`config.mk`:
```
export PLATFORM = sky130hd
export DESIGN_NAME = dds_spi_dac
export DESIGN_NICKNAME = d
export VERILOG_FILES = /design/src/rtl/dds_pkg.sv /design/src/rtl/dds_sck_tick.sv /design/src/rtl/dds_spi_dac.sv
export SDC_FILE = /design/constraint.sdc
export NUM_CORES = 1
export LEC_CHECK = 0
export CAP_MARGIN = 10
export CELL_PAD_IN_SITES_DETAIL_PLACEMENT = 1
export CELL_PAD_IN_SITES_GLOBAL_PLACEMENT = 1
export CORE_MARGIN = 3
export CORE_UTILIZATION = 43
export DETAILED_ROUTE_END_ITERATION = 10
export PLACE_DENSITY = 0.89
export SKIP_LAST_GASP = 1
export SLEW_MARGIN = 20
export SYNTH_ARGS = -nofsm -noshare
export SYNTH_HDL_FRONTEND = slang
export SYNTH_HIERARCHICAL = 1
export SYNTH_SLANG_ARGS = --single-unit
```
`constraint.sdc`:
```
create_clock -name clk -period 2.7 [get_ports clk]
set_input_delay 0.27 -clock clk [delete_from_list [all_inputs] [get_ports clk]]
set_output_delay 0.27 -clock clk [all_outputs]
set_load 0.1 [all_outputs]
```
`src/rtl/dds_pkg.sv`:
```
// Shared constants and state type for the DDS SPI DAC output stage.
package dds_pkg;

    localparam int DDS_M        = 12;
    localparam int DDS_CFG_BITS = 4;
    localparam int DDS_FRAME    = DDS_CFG_BITS + DDS_M;

    // Channel A, unbuffered Vref, gain 1x, output active.
    localparam logic [DDS_CFG_BITS-1:0] DDS_CFG = 4'b0011;

    typedef enum logic [2:0] {
        IDLE,
        SHIFT,
        CS_HOLD,
        GAP,
        LATCH
    } dac_state_t;

endpackage

```
`src/rtl/dds_sck_tick.sv`:
```
// Prescaler: one-cycle tick every CLK_DIV clocks, restarted whenever the FSM changes state.
module dds_sck_tick #(
    parameter int CLK_DIV = 4
) (
    input  logic clk,
    input  logic rst_n,
    input  logic clear_i,
    output logic tick_o
);

    localparam int             CW   = $clog2(CLK_DIV + 1);
    localparam logic [CW-1:0]  LAST = CW'(CLK_DIV - 1);

    logic [CW-1:0] cnt_q;
    logic [CW-1:0] cnt_d;

    always_comb begin
        cnt_d = cnt_q + CW'(1);
        if (clear_i || (cnt_q == LAST)) begin
            cnt_d = '0;
        end
    end

    assign tick_o = (cnt_q == LAST);

    always_ff @(posedge clk) begin
        if (!rst_n) begin
            cnt_q <= '0;
        end else begin
            cnt_q <= cnt_d;
        end
    end

endmodule

```
`src/rtl/dds_spi_dac.sv`:
```
// Captures DDS samples, serialises them as MCP4921-style SPI frames and pulses LDAC after each.
// A one-deep pending buffer absorbs samples arriving while a frame is in flight.
module dds_spi_dac
    import dds_pkg::*;
#(
    parameter int                    M        = DDS_M,
    parameter int                    CFG_BITS = DDS_CFG_BITS,
    parameter logic [CFG_BITS-1:0]   CFG      = CFG_BITS'(DDS_CFG),
    parameter int                    CLK_DIV  = 4
) (
    input  logic         clk,
    input  logic         rst_n,
    input  logic [M-1:0] sample_i,
    input  logic         sample_valid_i,
    output logic         busy_o,
    output logic         drop_o,
    output logic         dac_cs_n,
    output logic         dac_sck,
    output logic         dac_sdi,
    output logic         dac_ldac_n
);

    localparam int            FRAME    = CFG_BITS + M;
    localparam int            BW       = $clog2(FRAME + 1);
    localparam logic [BW-1:0] LAST_BIT = BW'(FRAME - 1);

    dac_state_t       state_q, state_d;
    logic [FRAME-1:0] shreg_q, shreg_d;
    logic [BW-1:0]    bit_q, bit_d;
    logic             phase_q, phase_d;
    logic [M-1:0]     pend_q, pend_d;
    logic             pend_full_q, pend_full_d;
    logic             cs_n_q, cs_n_d;
    logic             sck_q, sck_d;
    logic             sdi_q, sdi_d;
    logic             ldac_n_q, ldac_n_d;
    logic             busy_q, busy_d;
    logic             drop_q, drop_d;
    logic             tick;
    logic             state_change;

    assign state_change = (state_d != state_q);

    dds_sck_tick #(.CLK_DIV(CLK_DIV)) u_tick (
        .clk     (clk),
        .rst_n   (rst_n),
        .clear_i (state_change),
        .tick_o  (tick)
    );

    always_comb begin
        state_d     = state_q;
        shreg_d     = shreg_q;
        bit_d       = bit_q;
        phase_d     = phase_q;
        pend_d      = pend_q;
        pend_full_d = pend_full_q;
        cs_n_d      = cs_n_q;
        sck_d       = sck_q;
        sdi_d       = sdi_q;
        ldac_n_d    = ldac_n_q;
        busy_d      = busy_q;
        drop_d      = 1'b0;

        // Any strobe outside IDLE lands in the buffer; newest sample wins.
        if ((state_q != IDLE) && sample_valid_i) begin
            pend_d      = sample_i;
            pend_full_d = 1'b1;
            drop_d      = pend_full_q;
        end

        case (state_q)
            IDLE: begin
                if (pend_full_q || sample_valid_i) begin
                    if (pend_full_q) begin
                        shreg_d     = {CFG, pend_q};
                        pend_full_d = sample_valid_i;
                        if (sample_valid_i) begin
                            pend_d = sample_i;
                        end
                    end else begin
                        shreg_d = {CFG, sample_i};
                    end
                    state_d = SHIFT;
                    bit_d   = '0;
                    phase_d = 1'b0;
                    sdi_d   = shreg_d[FRAME-1];
                    cs_n_d  = 1'b0;
                    sck_d   = 1'b0;
                    busy_d  = 1'b1;
                end
            end
            SHIFT: begin
                if (tick) begin
                    if (!phase_q) begin
                        phase_d = 1'b1;
                        sck_d   = 1'b1;
                    end else begin
                        // Rotating keeps every register bit live; the wrapped bit is never sent.
                        shreg_d = {shreg_q[FRAME-2:0], shreg_q[FRAME-1]};
                        phase_d = 1'b0;
                        sck_d   = 1'b0;
                        if (bit_q == LAST_BIT) begin
                            state_d = CS_HOLD;
                            sdi_d   = 1'b0;
                        end else begin
                            bit_d = bit_q + BW'(1);
                            sdi_d = shreg_q[FRAME-2];
                        end
                    end
                end
            end
            CS_HOLD: begin
                if (tick) begin
                    state_d = GAP;
                    cs_n_d  = 1'b1;
                end
            end
            GAP: begin
                if (tick) begin
                    state_d  = LATCH;
                    ldac_n_d = 1'b0;
                end
            end
            LATCH: begin
                if (tick) begin
                    state_d  = IDLE;
                    ldac_n_d = 1'b1;
                    busy_d   = 1'b0;
                end
            end
            default: begin
                state_d = IDLE;
            end
        endcase
    end

    always_ff @(posedge clk) begin
        if (!rst_n) begin
            state_q     <= IDLE;
            shreg_q     <= '0;
            bit_q       <= '0;
            phase_q     <= 1'b0;
            pend_q      <= '0;
            pend_full_q <= 1'b0;
            cs_n_q      <= 1'b1;
            sck_q       <= 1'b0;
            sdi_q       <= 1'b0;
            ldac_n_q    <= 1'b1;
            busy_q      <= 1'b0;
            drop_q      <= 1'b0;
        end else begin
            state_q     <= state_d;
            shreg_q     <= shreg_d;
            bit_q       <= bit_d;
            phase_q     <= phase_d;
            pend_q      <= pend_d;
            pend_full_q <= pend_full_d;
            cs_n_q      <= cs_n_d;
            sck_q       <= sck_d;
            sdi_q       <= sdi_d;
            ldac_n_q    <= ldac_n_d;
            busy_q      <= busy_d;
            drop_q      <= drop_d;
        end
    end

    assign busy_o     = busy_q;
    assign drop_o     = drop_q;
    assign dac_cs_n   = cs_n_q;
    assign dac_sck    = sck_q;
    assign dac_sdi    = sdi_q;
    assign dac_ldac_n = ldac_n_q;

endmodule

```
Word-level counts from Yosys, hierarchy flattened
Index checks and enable logic that the tools add are counted.
Cells by class
  multiplexer cells: 42
  bitwise logic cells: 1
  eq/ne operators: 14
  reduce and logical (&&, ||, !) cells: 17
  add/subtract/negate cells: 2
Operators by type and width (count)
  two-way mux 12 bit: 6
  two-way mux 16 bit: 3
  one-hot mux 16 bit (2 select lines): 1
  two-way mux 3 bit: 7
  two-way mux 5 bit: 4
  one-hot mux 3 bit (5 select lines): 1
  two-way mux 1 bit: 14
  inequality test 2 bit, second input constant: 7
  AND reduction 3 bit: 4
  one-hot mux 1 bit (2 select lines): 5
  one-hot mux 5 bit (2 select lines): 1
  equality test 3 x 2 -> 1 bit, second input constant: 3
  nonzero test 2 bit: 4
  adder 5 x 1 -> 5 bit, second input constant: 1
  equality test 5 x 4 -> 1 bit, second input constant: 1
  AND reduction 5 bit: 1
  AND reduction 4 bit: 1
  adder 3 x 1 -> 3 bit, second input constant: 1
  equality test 3 x 1 -> 1 bit, second input constant: 1
  equality test 3 bit, second input constant: 1
  zero test 3 bit: 1
  inequality test 3 bit: 1
  nonzero test 3 bit: 1
  logical OR 1 bit: 2
  other kinds (4): 4
Storage, ports and cells
  flip-flop bits (word level): 46
  logic and storage cells: 88
  output and inout port bits: 6

Longest topological paths before layout
Gate-level depths: netlist of run 1.
  depth after elaboration: 8
  depth in mapped cells: 8

By module
The synthesis of run 1 kept the hierarchy.
By module, submodules not included
  dds_spi_dac: area each 2064.5 µm², cells an instance 243, times used 1
  dds_sck_tick: area each 118.9 µm², cells an instance 9, times used 1

Worst setup path after synthesis of run 1
No wires, ideal clock.
  path type: reg-to-reg
  from: register, netlist name dac_sck
  to: register u_tick.cnt_q[1]
  data arrival time: 2.145 ns
  setup slack: 0.438 ns
  path buffers: 1
  cell stages (with the launch flop): 7
  clock period less this slack: 2.262 ns
  data required time: 2.583 ns
  path through: dfxtp_1 -> clkbuf_1 -> a21oi_1 -> o21ai_0 -> a21boi_1 -> a2bb2oi_1 -> and4bb_2
RTL lines
  end signal: assignment: RTL line dds_sck_tick.sv:30  | cnt_q <= cnt_d;
  end: declaration: RTL line dds_sck_tick.sv:14  | logic [CW-1:0] cnt_q;

Worst setup path after layout of run 1
  from: register state_q[0]
  to: register u_tick.cnt_q[1]
On the way
  cells in the longest elaborated chain, start to end: 7
  elaborated cells between the ends (all ways): 16
  those cells by class: 5 x eq/ne; 8 x mux; 3 x reduce/logical
RTL lines
  start: declaration: RTL line dds_spi_dac.sv:27  | dac_state_t state_q, state_d;
  start signal: assignment: RTL line dds_spi_dac.sv:153  | state_q <= state_d;
  two-way mux 3 bit: RTL line dds_spi_dac.sv:103  | if (bit_q == LAST_BIT) begin
  two-way mux 3 bit: RTL line dds_spi_dac.sv:95  | if (!phase_q) begin
  two-way mux 3 bit: RTL line dds_spi_dac.sv:94  | if (tick) begin
  one-hot mux 3 bit (5 select lines): RTL line dds_spi_dac.sv:72  | case (state_q)
  inequality test 3 bit *: RTL line dds_spi_dac.sv:42  | assign state_change = (state_d != state_q);
  net state_change: RTL line dds_spi_dac.sv:40  | logic state_change;
  logical OR 1 bit *: RTL line dds_sck_tick.sv:19  | if (clear_i || (cnt_q == LAST)) begin
  OR reduction 2 bit (no line) *
The timed path passes the listed nets; every way through them passes the cells marked *.
A chain may end at the register's enable or synchronous reset.

==> summary.txt, run 1 <==
Yosys
  – Sequential cell area fraction in the yosys report: 0.422
  – Async SR Flop Fraction: 0
  – Post-synth top area share: 0.422
  – Synthesized flop and latch total: 46
  – Mapped Cells: 252
  – Synth area leader: dfxtp_1
  – Post-Syn Area: between 2000 and 2500 sq um
  – Library cells used by synthesis: between 40 and 50
  – Top post-synthesis cells by area: dfxtp_1 42%, nand2_1 10%, a21boi_1 9.6%
  – Synthesized net count: 271
  – Post-synth EDFFs: 0
  – Mean post-synth cell area: between 8 and 9 sq um
  – Synth warn: 6
  – Post-synth top flop: dfxtp_1

Power
  – Net switching share of the total power: 0.271
  – Total power: about 1.5 mW
  – Clk pwr share: 0.332
  – VDD IR max: ~0.29 mV
  – Sequential power share: 0.494
  – P per Cell Area: 606 nW/um^2
  – P_leak: about 0.88 nW
  – Sw Pwr: slightly above 400 uW
  – Comb power frac: 0.174
  – Int Pwr: about 1.1 mW

Worst hold path
  – Worst Hold Class: reg -> reg
  – Hold path start: u_tick/cnt_q[0]$_SDFF_PP0_

Drt
  – Final wirelength: approximately 5.0 mm
  – DRT Pass-1 Iters: 4
  – Antenna-violating nets left: 0
  – Via count: 1818
  – # DRC: 0
  – Drt wl/cell: roughly 15 um
  – Number of vias per cell: around 5.5
  – Number of DRC violations after detailed-routing iteration 0: approximately 160

Timing
  – F_max: between 400 and 500 MHz
  – TNS Setup: 0 ns
  – Fin. max-slew vios: 0
  – Fin. Hold Viols: 0
  – RSZ-0062 raised after global routing: false
  – Worst-Margin Slew: between 0.6 and 0.7 ns
  – Relative slew slack: 0.550
  – Clock skew: between 0.009 and 0.01 ns
  – Crit share post-route: 0.807
  – # setup viols final: 0
  – Final min period: between 2 and 2.5 ns

Die
  – Core area: ~4800 sq um
  – Initial core utilization: 0.453
  – Die area: 5970 sq um
  – DIE WIDTH: a little under 80 um
  – Top Ports: 21
  – FP Rows: 25
  – Die Ht: ~77 um

Clocking
  – Clk_lat worst skew: roughly 0.30 ns
  – Clock slew at reported path FFs: approximately 0.08 ns
  – H-tree depth: 2
  – Inserted Clock Buffers: 5
  – CTS Buffer Depth: 2
  – Post_cts resized: 0
  – Post-CTS Setup Bufs: 0
  – Clk sink count: 46
  – # hold bufs at CTS: 0
  – CTS root buf: clkbuf_8
  – CTS tree: yes

Status
  – Status: completed

Global routing
  – Global Route Usage Sum: 0.176
  – Total gr overflow: 0
  – Global-route wire length before repair: about 8.5 mm
  – Number of global-route vias before repair: ~1800
  – Largest net degree at the start of global routing: 30
  – Initial antenna violation count: 0

Final layout
  – Share of layout cells above drive strength 1: 0.0830
  – Most frequent cells in the layout: 59 x nand2_1, 46 x dfxtp_1, 28 x a21boi_1, 14 x o211ai_1, 14 x clkdlybuf4s50_1
  – Most common cell after layout, fill and taps aside: nand2_1
  – Syn-to-layout area delta: 15.0%
  – Filler cells: 594
  – Antenna diode count: 0
  – Nets: 283
  – Multi-input gate area: 1160 sq um
  – Core Util, Final: 0.521
  – Sequential cell area: roughly 920 sq um
  – Design area: approximately 2500 sq um

Setup path
  – Worst EP required: 2.90 ns
  – Reg2reg start: state_q[0]$_SDFF_PN0_
  – Critical path arrival: 2.37 ns
  – Reg2reg end: u_tick/cnt_q[1]$_SDFF_PP0_
  – CP Capture Type: flip-flop
  – Crit path capture: u_tick/cnt_q[1]$_SDFF_PP0_
  – CP bufs+invs: 0
  – Startpoint class of the critical path: flip-flop
  – CP delay by family, top: simple AND/OR/NAND/NOR gates
  – R2R Setup Slk: 0.52 ns
  – CP max stage delay: 0.56 ns
  – Reg2Reg Depth: 5
  – Kind of critical path: reg -> reg
  – CP Max Fanout: 14
  – Worst-path cell chain: or3_1, or2_1, a21boi_1, a2bb2oi_1, and4bb_2
  – Stages on worst setup path: 5
  – CP Launch Point: state_q[0]$_SDFF_PN0_
  – CP max-delay cell: or3_1

Placement
  – Post-DP HPWL: about 3.3 mm
  – Input/output buffers: 20
  – Cell Area, Placed: 2400 sq um
  – Placer Congestion: between 0.7 and 0.8

Run
  – Max-Cap Viols: 0
kinds of logic after synthesis:
kind of cell	count (synthesis)	synth area share
AND/OR/NAND/NOR	93	0.206
AO/OA/AOI/OAI	72	0.244
flip-flops	46	0.422
buffers and inverters	24	0.0458
multiplexers	12	0.0550
adder cells (fa/ha/maj)	5	0.0275
synth_stat cells (2+ instances only):
library cell and count:
ha_1 4, o211ai_1 14, nor2_1 4, nand2_1 59, or2_1 2, and2_1 2, mux2i_1 12, o21ai_1 4
nor2b_1 2, nor4b_1 2, a21boi_1 28, or3_1 4, a21oi_1 6, dfxtp_1 46, buf_2 5, nor3_1 3
o21ai_0 7, nand3_1 3, o221a_1 2, inv_1 4, clkbuf_1 13, nor3b_1 2
cell type report:
class,count,share of cell area
Multi-Input combinational cell,182,0.463
Sequential cell,46,0.367
Timing Repair Buffer,25,0.0887
Tap cell,67,0.0334
Clock buffer,7,0.0304
Clock inverter,1,0.0120
Inverter,4,0.00598
worst min path at each step:
stage / end / cells past startpoint
floorplan: flip-flop / 2
global placement: u_tick/cnt_q[0]$_SDFF_PP0_ / 1
detailed placement: u_tick/cnt_q[0]$_SDFF_PP0_ / 1
CTS: u_tick/cnt_q[0]$_SDFF_PP0_ / 1
global route: u_tick/cnt_q[0]$_SDFF_PP0_ / 1
finish: u_tick/cnt_q[0]$_SDFF_PP0_ / 1
per-layer routing:
| layer | GRT usage | vias up | part of all wire | wire length [um] |
|---|---|---|---|---|
| li1 | - | 908 | - | - |
| met1 | 0.230 | 884 | 0.49 | 2410 |
| met2 | 0.294 | 20 | 0.47 | 2350 |
| met3 | 0.0376 | 6 | 0.030 | 150 |
| met4 | 0.0480 | 0 | 0.012 | 58 |
| met5 | 0 | - | 0 | 0 |
power groups by stage:
stage          logic [mW]  clock network, mW  registers [mW]
2_1_floorplan       0.175                  0           0.783
3_3_place_gp        0.255                  0           0.765
3_5_place_dp        0.264                  0           0.768
4_1_cts             0.266              0.517           0.752
5_1_grt             0.294              0.547           0.759
6_report            0.265              0.505           0.752
metrics by stage:
stage          std cells  hold WS, ns  setup slack (ns)
2_1_floorplan        252        0.405             0.438
3_3_place_gp         324        0.429             0.646
3_5_place_dp         324        0.426             0.559
4_1_cts              332        0.438             0.547
5_1_grt              332        0.477             0.373
6_report             332        0.440             0.522
Power figures use the tool's default switching activity.
==> run 2, diff against run 1 <==
Clock period 2.7 ns to 2.1 ns, I/O delays scaled along.
==> summary.txt, run 2 (synthesis results as in run 1) <==
Power
  – P_leak: 0.927 nW (+4.8%)
  – P per Cell Area: 774 nW/um^2 (+28%)
  – VDD IR max: 0.364 mV (+27%)

Final layout
  – Most frequent cells in the layout: 59 x nand2_1, 45 x dfxtp_1, 27 x a21boi_1, 18 x buf_4
  – Antenna diode count: 0 (unchanged)
  – Nets: 290 (+2.5%)
  – Syn-to-layout area delta: 18.2%
  – Share of layout cells above drive strength 1: 0.122 (+0.0388)
  – Core Util, Final: 0.536 (+0.0145)
  – Most common cell after layout, fill and taps aside: nand2_1

Timing
  – Relative slew slack: 0.678 (+0.128)
  – Fin. max-slew vios: 0 (unchanged)
  – Fin. Hold Viols: 0 (unchanged)
  – Final min period: 1.94 ns (-0.240 ns)
  – TNS Setup: 0 ns (unchanged)
  – F_max: 516 MHz (+12%)
  – Clock skew: 0.00543 ns (-0.00373 ns)
  – Final WS setup: 0.163 ns (-0.360 ns)
  – Crit share post-route: 0.923 (+0.116)
  – Hold WS: 0.456 ns (+0.0165 ns)
  – Worst-Margin Slew: 0.483 ns (-0.193 ns)
  – # setup viols final: 0 (unchanged)

Status
  – Status: completed

Drt
  – DRT Pass-1 Iters: 4 (unchanged)
  – Number of DRC violations after detailed-routing iteration 0: 88 (-44%)
  – Drt wl/cell: 14.4 um (-4.0%)
  – Final wirelength: 4.86 mm (-2.3%)
  – Antenna-violating nets left: 0 (unchanged)
  – Via count: 1816 (-0.11%)
  – # DRC: 0 (unchanged)
  – Number of vias per cell: 5.37 (-1.9%)

Global routing
  – Number of global-route vias before repair: 1777 (-1.4%)
  – Global-route wire length before repair: 8.54 mm (+0.25%)
  – Initial antenna violation count: 0 (unchanged)
  – Global Route Usage Sum: 0.177 (+0.000333)
  – Total gr overflow: 0 (unchanged)
  – Largest net degree at the start of global routing: 46 (+53%)

Worst hold path
  – Hold-critical path depth: 2 (+1)
  – WHS Endpoint: shreg_q[7]$_SDFFE_PN0P_
  – Worst Hold Class: reg -> reg
  – Hold path start: shreg_q[7]$_SDFFE_PN0P_

Clocking
  – # hold bufs at CTS: 0 (unchanged)
  – Clk sink count: 46 (unchanged)
  – Post-CTS Setup Bufs: 0 (unchanged)
  – Inserted Clock Buffers: 5 (unchanged)
  – Clk_lat worst skew: 0.30 ns (about the same)
  – CTS tree: yes
  – H-tree depth: 2 (unchanged)
  – CTS root buf: clkbuf_8
  – Clock slew at reported path FFs: 0.08 ns (about the same)
  – Post_cts resized: 0 (unchanged)
  – CTS Buffer Depth: 2 (unchanged)

Setup path
  – CP Max Fanout: 4 (-10)
  – Worst EP required: 2.30 ns (-0.60 ns)
  – Reg2Reg Depth: 8 (+3)
  – Critical path arrival: 2.14 ns (-0.23 ns)
  – Reg2reg end: u_tick/cnt_q[1]$_SDFF_PP0_
  – Kind of critical path: reg -> reg
  – R2R Setup Slk: 0.16 ns (-0.36 ns)
  – CP Launch Point: bit_q[0]$_SDFFE_PN0P_
  – CP Capture Type: flip-flop
  – Reg2reg start: bit_q[0]$_SDFFE_PN0P_
  – Startpoint class of the critical path: flip-flop

Run
  – Max-Cap Viols: 0 (unchanged)

Die
  – Core area: 4820 sq um (unchanged)
  – Top Ports: 21 (unchanged)
  – FP Rows: 25 (unchanged)
  – Initial core utilization: 0.453 (unchanged)
  – Die area: 5970 sq um (unchanged)
  – DIE WIDTH: 77.3 um (unchanged)
  – Die Ht: 77.3 um (unchanged)

Placement
  – Input/output buffers: 20 (unchanged)
  – Placement Setup Slack: 0.109 ns (-0.450 ns)
  – Placer Congestion: 0.797 (+4.4%)
  – Post-DP HPWL: 3.31 mm (-0.74%)
run 2: changes by cell type in the layout (fill, tap and decap cells not counted):
cell       before  now
buf_4          11   18
clkbuf_1        2    0
a21boi_1       28   27
a21boi_2        0    1
a2bb2oi_1       1    0
a2bb2oi_2       1    2
clkbuf_8        5    6
dfxtp_1        46   45
dfxtp_2         0    1
run 2: through the flow:
| stage | instances | total power [mW] | instance area, sq um |
|---|---|---|---|
| 6_report | 338 | 2.00 | 2580 |
| 5_1_grt | 338 | 2.10 | 2580 |
| 4_1_cts | 338 | 2.02 | 2570 |
| 3_5_place_dp | 331 | 1.34 | 2460 |
| 3_3_place_gp | 331 | 1.33 | 2460 |
| 2_1_floorplan | 252 | 1.23 | 2180 |
run 2: critical path, stage by stage, from the launching register on:
cell and delay [ns]:
dfxtp_1 0.37, ha_1 0.17, and3_1 0.16, ha_1 0.22, a21oi_1 0.09, o21ai_0 0.19, a21boi_2 0.20, a2bb2oi_2 0.19
and4bb_2 0.26
run 2: metal layers:
layer,part of all wire,up-vias,track usage
li1,-,927,-
met1,0.48,861,0.232
met2,0.47,21,0.279
met3,0.035,7,0.0458
met4,0.015,0,0.0641
met5,0,-,0
run 2: final cells by class:
type	instances	area [sq um]
multi-input cells	182	1170
fillers	580	2240
clock inverters	1	30.0
repair buffers	32	275
well taps	67	83.8
inverters	4	15.0
clock buffers	6	82.6
flip-flops and latches	46	922
run 2: how the worst max path moves through the flow:
stage	end	slack, ns	cells past startpoint
floorplan	u_tick/cnt_q[1]$_SDFF_PP0_	0.14	6
CTS	u_tick/cnt_q[1]$_SDFF_PP0_	0.10	8
detailed placement	u_tick/cnt_q[1]$_SDFF_PP0_	0.11	8
global placement	u_tick/cnt_q[1]$_SDFF_PP0_	0.17	8
global route	u_tick/cnt_q[1]$_SDFF_PP0_	-0.004	8
finish	u_tick/cnt_q[1]$_SDFF_PP0_	0.16	8
run 2: report_power, final:
group          total [mW]  internal [mW]  leakage [nW]  switching [mW]
Combinational       0.363          0.155         0.493           0.209
Sequential          0.965          0.931         0.376          0.0340
Clock               0.670          0.381        0.0573           0.289
Total                2.00           1.47         0.927           0.532
==> run 3, diff against run 2 <==
Settings changed: CAP_MARGIN 10 to 20, CORE_ASPECT_RATIO from default to 1.2.
==> summary.txt, run 3 (synthesis results as in run 1) <==
Status
  – Status: completed

Final layout
  – Core Util, Final: 0.551 (+0.0147)
  – Share of layout cells above drive strength 1: 0.141 (+0.0190)
  – Most common cell after layout, fill and taps aside: nand2_1
  – Nets: 295 (+1.7%)
  – Syn-to-layout area delta: 19.3%
  – Most frequent cells in the layout: 59 x nand2_1, 45 x dfxtp_1, 27 x a21boi_1, 23 x buf_4
  – Antenna diode count: 0 (unchanged)
  – Filler cells: 590 (+1.7%)

Die
  – DIE WIDTH: 71.1 um (-8.0%)
  – Die area: 5970 sq um (about the same)
  – Die Ht: 84.1 um (+8.8%)
  – Core area: 4730 sq um (-1.8%)
  – Top Ports: 21 (unchanged)
  – FP Rows: 27 (+8.0%)
  – Initial core utilization: 0.462 (+0.00839)

Placement
  – Placer Congestion: 0.767 (-3.7%)
  – Post-DP HPWL: 3.85 mm (+16%)
  – Input/output buffers: 20 (unchanged)

Setup path
  – CP Capture Type: flip-flop
  – Stages on worst setup path: 8 (unchanged)
  – CP bufs+invs: 0 (unchanged)
  – Kind of critical path: reg -> reg
  – Critical path arrival: 2.18 ns (+0.04 ns)
  – Startpoint class of the critical path: flip-flop
  – CP Max Fanout: 4 (unchanged)
  – CP delay by family, top: compound AO/OA/AOI/OAI gates
  – Worst EP required: 2.30 ns (about the same)
  – CP max-delay cell: dfxtp_1
  – Worst path most repeated cell: ha_1
  – Reg2Reg Depth: 8 (unchanged)
  – CP max stage delay: 0.38 ns (about the same)
  – Worst-path cell chain: ha_1, and3_1, ha_1, a21oi_1, o21ai_1, a21boi_2, a2bb2oi_2, and4bb_2

Drt
  – Number of DRC violations after detailed-routing iteration 0: 74 (-16%)
  – Final wirelength: 5.35 mm (+10%)
  – Antenna-violating nets left: 0 (unchanged)
  – Drt wl/cell: 16.0 um (+11%)
  – Number of vias per cell: 5.66 (+5.3%)
  – DRT Pass-1 Iters: 4 (unchanged)
  – Via count: 1896 (+4.4%)
  – # DRC: 0 (unchanged)

Global routing
  – Global-route wire length before repair: 9.47 mm (+11%)
  – Global Route Usage Sum: 0.195 (+0.0182)
  – Gr busiest metal: met2
  – Initial antenna violation count: 0 (unchanged)
  – Largest net degree at the start of global routing: 21 (-54%)
  – GR Util met1: 0.238 (+0.00594)
  – Number of global-route vias before repair: 1976 (+11%)
  – GR Util met3: 0.0361 (-0.00963)
  – Met2 GRT Util: 0.343 (+0.0645)
  – Total gr overflow: 0 (unchanged)

Clocking
  – H-tree depth: 2 (unchanged)
  – Clock slew at reported path FFs: 0.08 ns (about the same)
  – CTS tree: yes
  – # hold bufs at CTS: 0 (unchanged)
  – Inserted Clock Buffers: 5 (unchanged)
  – Clk sink count: 46 (unchanged)
  – CTS Buffer Depth: 2 (unchanged)
  – Clk_lat worst skew: 0.31 ns (about the same)
  – CTS root buf: clkbuf_8

Timing
  – # setup viols final: 0 (unchanged)
  – Fin. Hold Viols: 0 (unchanged)
  – Relative slew slack: 0.670 (-0.00769)
  – Final min period: 1.98 ns (+0.0450 ns)
  – F_max: 504 MHz (-2.3%)
  – Worst-Margin Slew: 0.495 ns (+0.0115 ns)
  – Clock skew: 0.00719 ns (+0.00177 ns)
  – Fin. max-slew vios: 0 (unchanged)
  – Crit share post-route: 0.944 (+0.0214)

Run
  – Max-Cap Viols: 0 (unchanged)

Power
  – P per Cell Area: 769 nW/um^2 (-0.69%)
  – P_leak: 0.951 nW (+2.6%)
  – Total power: 2.00 mW (+0.18%)
  – VDD IR max: 0.363 mV (-0.38%)

Worst hold path
  – Hold-critical path depth: 1 (-1)
  – Worst Hold Class: reg -> reg
run 3: repair_timing:
action / 4_1_cts / 5_1_grt
setup endpoints to repair: 1 / 1
buffers inserted: 0 / 1
pin swaps: 0 / 1
cloned: 0 / 0
resized for setup: 1 / 2
run 3: cell type report:
type	instances	area, sq um	area share
multi-input cells	182	1170	0.450
flip-flops and latches	46	922	0.354
repair buffers	37	313	0.120
well taps	58	72.6	0.0279
clock buffers	5	68.8	0.0264
clock inverters	3	40.0	0.0154
inverters	4	15.0	0.00577
run 3: worst register-to-register path: stages, from the launching register on:
cell	delay [ns]
dfxtp_1	0.38
ha_1	0.18
and3_1	0.16
ha_1	0.21
a21oi_1	0.09
o21ai_1	0.20
a21boi_2	0.21
a2bb2oi_2	0.19
and4bb_2	0.26
run 3: power breakdown:
| part | switching, mW | internal (mW) | total (mW) |
|---|---|---|---|
| Sequential | 0.0326 | 0.931 | 0.964 |
| Combinational | 0.217 | 0.165 | 0.383 |
| Clock | 0.305 | 0.350 | 0.656 |
| Total | 0.555 | 1.45 | 2.00 |
run 3: routing by layer:
metal  wire length (um)  vias to the layer above
met1               2270                      926
met5                  0                        -
met4                 74                        0
li1                   -                      940
met2               2850                       24
met3                148                        6
run 3: per-stage QoR:
step	area, sq um	TNS [ns]	setup WS (ns)	hold WS (ns)	std cells
floorplan	2180	0	0.142	0.345	252
global placement	2480	0	0.136	0.421	326
detailed placement	2480	-0.0101	-0.0101	0.439	326
CTS	2590	0	0.0577	0.451	334
global route	2600	-0.0496	-0.0496	0.457	335
finish	2600	0	0.118	0.449	335
run 3: worst paths after layout:
kind                                                 start                    endpoint  slack (ns)
worst min-delay path            u_tick/cnt_q[0]$_SDFF_PP0_  u_tick/cnt_q[0]$_SDFF_PP0_        0.45
worst min register to register  u_tick/cnt_q[0]$_SDFF_PP0_  u_tick/cnt_q[0]$_SDFF_PP0_        0.45
worst max register to register       bit_q[1]$_SDFFE_PN0P_  u_tick/cnt_q[1]$_SDFF_PP0_        0.12
worst max-delay path                 bit_q[1]$_SDFFE_PN0P_  u_tick/cnt_q[1]$_SDFF_PP0_        0.12
